## src/rtl/pinmux_cfg_pkg.sv

```systemverilog
// Shared types and helpers for the GPIO pin-mux configuration controller.
package pinmux_cfg_pkg;

  typedef enum logic [2:0] {
    IDLE,
    CHECK,
    DRAIN,
    LOAD,
    ENABLE,
    ERR
  } state_t;

  localparam int PORT_NUM_W = 8;
  localparam int OE_BIT     = PORT_NUM_W;
  localparam int OD_BIT     = PORT_NUM_W + 1;

  // Reset routing: pin j is driven by port j.
  function automatic logic [31:0] identity_sel(input int j);
    return 32'(j);
  endfunction

endpackage

```

## src/rtl/pinmux_cfg_regfile.sv

```systemverilog
// Per-pin shadow registers: host write port, combinational readback and a
// validation read port, plus the whole set exposed for the atomic load.
module pinmux_cfg_regfile
  import pinmux_cfg_pkg::*;
#(
  parameter int IOWidth      = 36,
  parameter int PortNumWidth = 8,
  parameter int AddrWidth    = 6
) (
  input  logic                    clk,
  input  logic                    reset,
  input  logic                    we,
  input  logic [AddrWidth-1:0]    waddr,
  input  logic [PortNumWidth+1:0] wdata,
  input  logic [AddrWidth-1:0]    rd_addr,
  output logic [PortNumWidth+1:0] rd_data,
  input  logic [AddrWidth-1:0]    chk_idx,
  output logic [PortNumWidth-1:0] chk_sel,
  output logic [PortNumWidth-1:0] sel [IOWidth],
  output logic [IOWidth-1:0]      oe,
  output logic [IOWidth-1:0]      od
);

  logic wr_hit;
  assign wr_hit = we && (32'(waddr) < IOWidth);

  always_ff @(posedge clk or posedge reset) begin
    if (reset) begin
      for (int j = 0; j < IOWidth; j++) begin
        sel[j] <= PortNumWidth'(identity_sel(j));
      end
      oe <= '0;
      od <= '0;
    end else if (wr_hit) begin
      sel[waddr] <= wdata[PortNumWidth-1:0];
      oe[waddr]  <= wdata[PortNumWidth];
      od[waddr]  <= wdata[PortNumWidth+1];
    end
  end

  // Out-of-range readback returns zero rather than aliasing another pin.
  always_comb begin
    rd_data = '0;
    if (32'(rd_addr) < IOWidth) begin
      rd_data = {od[rd_addr], oe[rd_addr], sel[rd_addr]};
    end
  end

  assign chk_sel = sel[chk_idx];

endmodule

```

## src/rtl/pinmux_cfg_ctrl.sv

```systemverilog
// Pin-mux configuration controller: validates the shadow set, releases every pin
// for a settle window, then loads routing before re-enabling the drivers.
module pinmux_cfg_ctrl
  import pinmux_cfg_pkg::*;
#(
  parameter int IOWidth      = 36,
  parameter int PortNumWidth = 8,
  parameter int AddrWidth    = 6,
  parameter int SettleCycles = 4
) (
  input  logic                    clk,
  input  logic                    reset,
  input  logic                    wr_en,
  output logic                    wr_ready,
  input  logic [AddrWidth-1:0]    wr_addr,
  input  logic [PortNumWidth+1:0] wr_data,
  input  logic [AddrWidth-1:0]    rd_addr,
  output logic [PortNumWidth+1:0] rd_data,
  input  logic                    commit_req,
  input  logic                    clr_err,
  output logic                    busy,
  output logic                    done,
  output logic                    err_flag,
  output logic [PortNumWidth-1:0] portsel_out [IOWidth],
  output logic [IOWidth-1:0]      oe_out,
  output logic [IOWidth-1:0]      od_out
);

  localparam int                   CntW    = (SettleCycles > 1) ? $clog2(SettleCycles) : 1;
  localparam logic [AddrWidth-1:0] LastIdx = AddrWidth'(IOWidth - 1);
  localparam logic [CntW-1:0]      LastCnt = CntW'(SettleCycles - 1);

  state_t                  state;
  logic                    pending;
  logic [AddrWidth-1:0]    idx;
  logic [CntW-1:0]         cnt;
  logic [PortNumWidth-1:0] sh_sel [IOWidth];
  logic [IOWidth-1:0]      sh_oe;
  logic [IOWidth-1:0]      sh_od;
  logic [PortNumWidth-1:0] chk_sel;

  assign wr_ready = (state == IDLE);

  pinmux_cfg_regfile #(
    .IOWidth     (IOWidth),
    .PortNumWidth(PortNumWidth),
    .AddrWidth   (AddrWidth)
  ) u_regfile (
    .clk    (clk),
    .reset  (reset),
    .we     (wr_en & wr_ready),
    .waddr  (wr_addr),
    .wdata  (wr_data),
    .rd_addr(rd_addr),
    .rd_data(rd_data),
    .chk_idx(idx),
    .chk_sel(chk_sel),
    .sel    (sh_sel),
    .oe     (sh_oe),
    .od     (sh_od)
  );

  // Outputs are assigned on the edge entering each state, so they are live for
  // the whole cycle the state occupies.
  always_ff @(posedge clk or posedge reset) begin
    if (reset) begin
      state    <= IDLE;
      pending  <= 1'b0;
      idx      <= '0;
      cnt      <= '0;
      busy     <= 1'b0;
      done     <= 1'b0;
      err_flag <= 1'b0;
      for (int j = 0; j < IOWidth; j++) begin
        portsel_out[j] <= PortNumWidth'(identity_sel(j));
      end
      oe_out <= '0;
      od_out <= '0;
    end else begin
      done <= 1'b0;
      if (clr_err) err_flag <= 1'b0;
      if (commit_req && state != IDLE) pending <= 1'b1;
      case (state)
        IDLE: begin
          if (commit_req || pending) begin
            state   <= CHECK;
            idx     <= '0;
            pending <= 1'b0;
            busy    <= 1'b1;
          end
        end
        CHECK: begin
          if (32'(chk_sel) >= IOWidth) begin
            state    <= ERR;
            err_flag <= 1'b1;
          end else if (idx == LastIdx) begin
            state  <= DRAIN;
            cnt    <= '0;
            oe_out <= '0;
          end else begin
            idx <= idx + 1'b1;
          end
        end
        DRAIN: begin
          if (cnt == LastCnt) begin
            state       <= LOAD;
            portsel_out <= sh_sel;
            od_out      <= sh_od;
          end else begin
            cnt <= cnt + 1'b1;
          end
        end
        LOAD: begin
          state  <= ENABLE;
          oe_out <= sh_oe;
          done   <= 1'b1;
        end
        ENABLE: begin
          // A request arriving now merges into the restart: the shadow is re-checked anyway.
          if (pending) begin
            state   <= CHECK;
            idx     <= '0;
            pending <= 1'b0;
          end else begin
            state <= IDLE;
            busy  <= 1'b0;
          end
        end
        ERR: begin
          state   <= IDLE;
          busy    <= 1'b0;
          pending <= 1'b0;
        end
        default: begin
          state <= IDLE;
          busy  <= 1'b0;
        end
      endcase
    end
  end

endmodule

```

## config.mk

```make
export PLATFORM = sky130hd
export DESIGN_NAME = pinmux_cfg_ctrl
export DESIGN_NICKNAME = d
export VERILOG_FILES = /design/src/rtl/pinmux_cfg_pkg.sv /design/src/rtl/pinmux_cfg_regfile.sv /design/src/rtl/pinmux_cfg_ctrl.sv
export SDC_FILE = /design/constraint.sdc
export NUM_CORES = 1
export LEC_CHECK = 0
export CAP_MARGIN = 20
export CELL_PAD_IN_SITES_DETAIL_PLACEMENT = 2
export CELL_PAD_IN_SITES_GLOBAL_PLACEMENT = 2
export CORE_MARGIN = 1.5
export CORE_UTILIZATION = 36
export DETAILED_ROUTE_END_ITERATION = 8
export PLACE_DENSITY = 0.85
export SLEW_MARGIN = 20
export SYNTH_ARGS = -nofsm -noshare
export SYNTH_HDL_FRONTEND = slang
export SYNTH_SLANG_ARGS = --single-unit
```

## constraint.sdc

```tcl
create_clock -name clk -period 24 [get_ports clk]
set_input_delay 4.8 -clock clk [delete_from_list [all_inputs] [get_ports clk]]
set_output_delay 4.8 -clock clk [all_outputs]
set_load 0.02 [all_outputs]
```

Yosys cells after proc, flatten, opt, wreduce, memory -nomap -nowiden:

Index checks and enable logic that the tools add are counted.

* register bits: 735
* input port bits: 27
* output and inout bits: 374

* $add $sub $neg: 2
* magnitude comparators: 10
* eq/ne operators: 16
* mux-type cells: 47
* bitwise gates (word level): 5
* reductions and logical operators: 17

Operators with widths (count)
* 288-bit bitwise mux: 1
* 8-bit binary-select mux with 6-bit select: 2
* 36-bit bitwise mux: 2
* 36-bit two-way mux: 2
* 36-bit one-hot mux with 2 select lines: 1
* 8-bit demux with 6-bit select: 1
* 8-bit two-way mux: 5
* 6-bit two-way mux: 4
* 7-bit greater-or-equal comparator, second input constant: 3
* 6-bit inverter with 7-bit output: 3
* 6-bit one-hot mux with 3 select lines: 1
* 3-bit one-hot mux with 5 select lines: 1
* 6-bit by 7-bit < comparator with 1-bit output, second input constant: 2
* 2-bit != test, second input constant: 7
* 1-bit two-way mux: 13
* 1-bit binary-select mux with 6-bit select: 2
* 6-bit < comparator, second input constant: 2
* 3-bit two-way mux: 4
* 10-bit two-way mux: 1
* 3-bit AND reduction: 3
* 8-bit by 6-bit greater-or-equal comparator with 1-bit output, second input constant: 1
* 7-bit by 1-bit < comparator with 1-bit output, second input constant: 1
* 6-bit by 1-bit adder with 6-bit output, second input constant: 1
* 1-bit demux with 6-bit select: 1
* other kinds (23): 33

Longest topological paths before layout:

* depth in word-level cells: 7
* gate-level depth with buffers: 13

Hierarchy:

A second synthesis with hierarchy kept.

* cells, all modules: 2125
* area, all modules: 33488.4 um^2

By module, submodules not included
* pinmux_cfg_regfile: instances 1, cells each 1264, area each 19242.2 um^2
* pinmux_cfg_ctrl: instances 1, cells each 861, area each 14246.2 um^2

Worst setup path before layout:

Ideal clock, no wire load.

* kind: input-to-output
* start point: input port rd_addr[0]
* end point: output port rd_data[5]
* arrival time: 6.938 ns
* required time: 19.200 ns
* slack: 12.262 ns
* stages: 6
* path buffers: 2
* cells stage by stage: clkbuf_1 -> buf_1 -> mux4_2 -> mux4_2 -> mux2i_1 -> o22ai_1

* cells in the longest elaborated chain, start to end: 5

RTL lines
* start: declaration: RTL line pinmux_cfg_ctrl.sv:17 `input logic [AddrWidth-1:0] rd_addr,`
* 6-bit inverter with 7-bit output (not written as such): RTL line pinmux_cfg_regfile.sv:45 `rd_data = {od[rd_addr], oe[rd_addr], sel[rd_addr]};`
* 8-bit binary-select mux with 6-bit select: RTL line pinmux_cfg_regfile.sv:45
* 8-bit two-way mux (not written as such) (2 in a row): RTL line pinmux_cfg_regfile.sv:45
* 10-bit two-way mux *: RTL line pinmux_cfg_regfile.sv:44 `if (32'(rd_addr) < IOWidth) begin`
* end: declaration: RTL line pinmux_cfg_ctrl.sv:18 `output logic [PortNumWidth+1:0] rd_data,`

Mark *: on every way between the ends. The rest lies on a longest branch, timed or not. The select of a mux whose other input is x is not followed.

Worst setup path in the final report:

* start point: input port rd_addr[0]
* end point: output port rd_data[0]

The elaborated chain is that of the path after synthesis.

==> reports/qor.csv <==
metric;value;unit
DR iter-0 viols;2038;
Setup CP Type;in -> out;
CTS clk-pin slew, worst paths;0.05;ns
endpoints failing hold;0;
FF+latch count, synth;735;
Int Pwr;2.02;mW
EDFF count, synth;0;
total number of vias;21700;
R2R Setup Slk;19.73;ns
clk buf depth;3;
Layout area overhead;24.6;%
Post-CTS Setup Repair Bufs;0;
outcome;completed;
IO Pins;401;
YS warnings;0;
clock power share;0.500;
syn_nets;2069;
final WL;132;mm
Post-Place Cells;3506;
average size of a mapped cell;15.8;um2
FMAX;75.9;MHz
initial antenna violation count;22;
TritonRoute pass-1 iters;5;
Synth Cell Area;32100;um2
Nets;2455;
layout cells sized above 1;0.478;
Arrival @ worst endpoint;8.37;ns
All-Layer GR Usage;0.289;
RSZ-0062 raised after global routing;no;
IO Port Bufs;400;
Skew-Pair Late Insertion Delay;0.65;ns
# H-tree levels;3;
Comb power frac;0.025;
skew final;0.0389;ns
TritonCTS buffer count;82;
Final Setup Violations;0;
Remaining DRCs;0;
top_reg_cell synth;dfrtp_1;
Starting Density;0.364;
Switching Fraction;0.228;
Req. time, crit path;19.20;ns
post-synthesis sequential area ratio;0.579;
CP Launch Type;primary input;
top cells by count, synth;mux2_2 (684), dfrtp_1 (559), dfstp_2 (176);
Post-DRT Antenna Nets;0;
pwr/cell area;65.2;nW/um2
Lkg Pwr;17.8;nW
# clock sinks;735;
max_slew headroom;0.160;
TritonCTS clock tree;yes;
post-CTS sizing;0;
Hold Crit Class;reg -> reg;
Final Slew Violations;0;
Slew @ Worst Pin;1.26;ns
post-DR vias/cell;5.91;
total grt overflow;0;
Routed WL per cell;36.0;um
Net Switching;0.595;mW
GPL Wtd Cong;0.955;
# rows;109;
final setup TNS;0;ns
Die W;302;um
Tmin final;13.17;ns
hold buffer count at CTS;0;
vias in the first global route;23900;
share of the synthesized area in the top cell type;0.435;
Area contributors post-synth;dfrtp_1 (44%), mux2_2 (24%), dfstp_2 (14%), mux4_2 (8.6%), clkbuf_1 (1.0%);
CP Max Fanout;53;
Finished Layout Cells;3666;
worst vdd ir;0.0000494;V
Synth cell types;75;
sequential share of power;0.475;
height of the die;302;um
CP Capture Type;primary output;
global-route wire length before repair;186;mm
max-capacitance violation count;0;
Post-Synthesis Cells;2040;
most frequent cell after synthesis;mux2_2;
Final Cycle Share;0.549;
Post-synth ARST share;1.00;
core area;88400;um2
DP Wirelength;93.1;mm
Die ar.;91100;um2
Yosys top cell by area;dfrtp_1;
CTS root buf;clkbuf_16;
largest net degree at the start of global routing;211;
-- critical path, cell delays in order --
cell and delay, ns:
buf_6 0.43, buf_6 0.66, mux4_2 0.61, mux4_2 0.47
mux2i_1 0.50, o22ai_1 0.22, clkdlybuf4s50_1 0.61
-- cell type report --
type | count | area, um2
flip-flops and latches | 735 | 18600
clock buffers | 113 | 2350
fillers | 8254 | 48300
well taps | 1165 | 1460
multi-input cells | 1153 | 12800
inverters | 19 | 75.1
repair buffers | 435 | 4300
clock inverters | 39 | 397
diodes | 7 | 17.5
-- kinds of logic (layout without fill, tap and decap cells) --
group,Yosys count,count (layout),synth area share
DFF,735,735,0.579
and+or+nand+nor,182,182,0.0285
buffers and inverters,152,606,0.0218
other,0,7,0
AOI/OAI and AO/OA,139,139,0.0341
muxes,830,830,0.336
adders and majority gates,2,2,0.000779
-- power by group through the flow --
stage / sequential (mW) / combinational (mW) / clock [mW]
final: 1.24 / 0.0663 / 1.31
after global routing: 1.24 / 0.0717 / 1.37
after CTS: 1.24 / 0.0666 / 1.33
after detailed placement: 1.26 / 0.0662 / 0
after global placement: 1.26 / 0.0634 / 0
after floorplan: 1.26 / 0.0408 / 0
-- cells in the final DEF, fill, tap and decap left out, types with 5 or more instances in the layout --
cell type	n
buf_2	7
bufinv_16	7
clkbuf_1	16
mux2i_1	18
nor2_2	9
clkbuf_16	85
mux2_2	684
nand2_1	31
a21oi_1	22
nand3_1	8
o22ai_1	11
mux4_1	5
a22o_1	35
o21ai_0	12
a211o_1	9
buf_4	30
a211oi_1	10
dfrtp_1	557
diode_2	7
mux4_2	123
or3_1	7
inv_1	17
clkinv_2	24
dfstp_2	176
clkbuf_8	12
clkdlybuf4s50_1	391
nor3_1	28
nor2_1	60
-- flip-flops by register name, summed over array words and instances, names as in the netlist --
| register | cells |
|---|---|
| od_out | 36 |
| state | 3 |
| pending | 1 |
| err_flag | 1 |
| u_regfile.od | 36 |
| done | 1 |
| oe_out | 36 |
| portsel_out | 288 |
| cnt | 2 |
| idx | 6 |
| busy | 1 |
| u_regfile.oe | 36 |
| u_regfile.sel | 288 |
-- metrics by stage --
| step | power (mW) | hold WS [ns] | setup WS (ns) | utilization | area, um2 |
|---|---|---|---|---|---|
| after global placement | 1.33 | 0.467 | 10.72 | 0.421 | 37200 |
| after CTS | 2.63 | 0.506 | 10.61 | 0.453 | 40000 |
| after floorplan | 1.30 | 0.457 | 9.27 | - | 32100 |
| final | 2.61 | 0.503 | 10.83 | 0.453 | 40000 |
| after global routing | 2.68 | 0.517 | 10.72 | 0.453 | 40000 |
| after detailed placement | 1.33 | 0.485 | 10.64 | 0.421 | 37200 |
-- final timing paths --
path                                  start                  to  cells past startpoint
setup / recovery                 rd_addr[0]          rd_data[0]                      7
hold / removal             portsel_out[280]    portsel_out[280]                      1
setup reg to reg                     idx[0]          oe_out[10]                     10
hold reg to reg            portsel_out[280]    portsel_out[280]                      1
max in group asynchronous             reset  u_regfile.sel[190]                      6
min in group asynchronous             reset     portsel_out[79]                      3
-- routing by layer --
metal	track usage	routed length, um	vias up
met5	0	128	-
met4	0.162	8130	20
met3	0.0542	8640	382
met2	0.506	67800	1166
met1	0.331	47200	11700
li1	-	-	8403
Note: power is estimated with default switching activity, not from simulation.
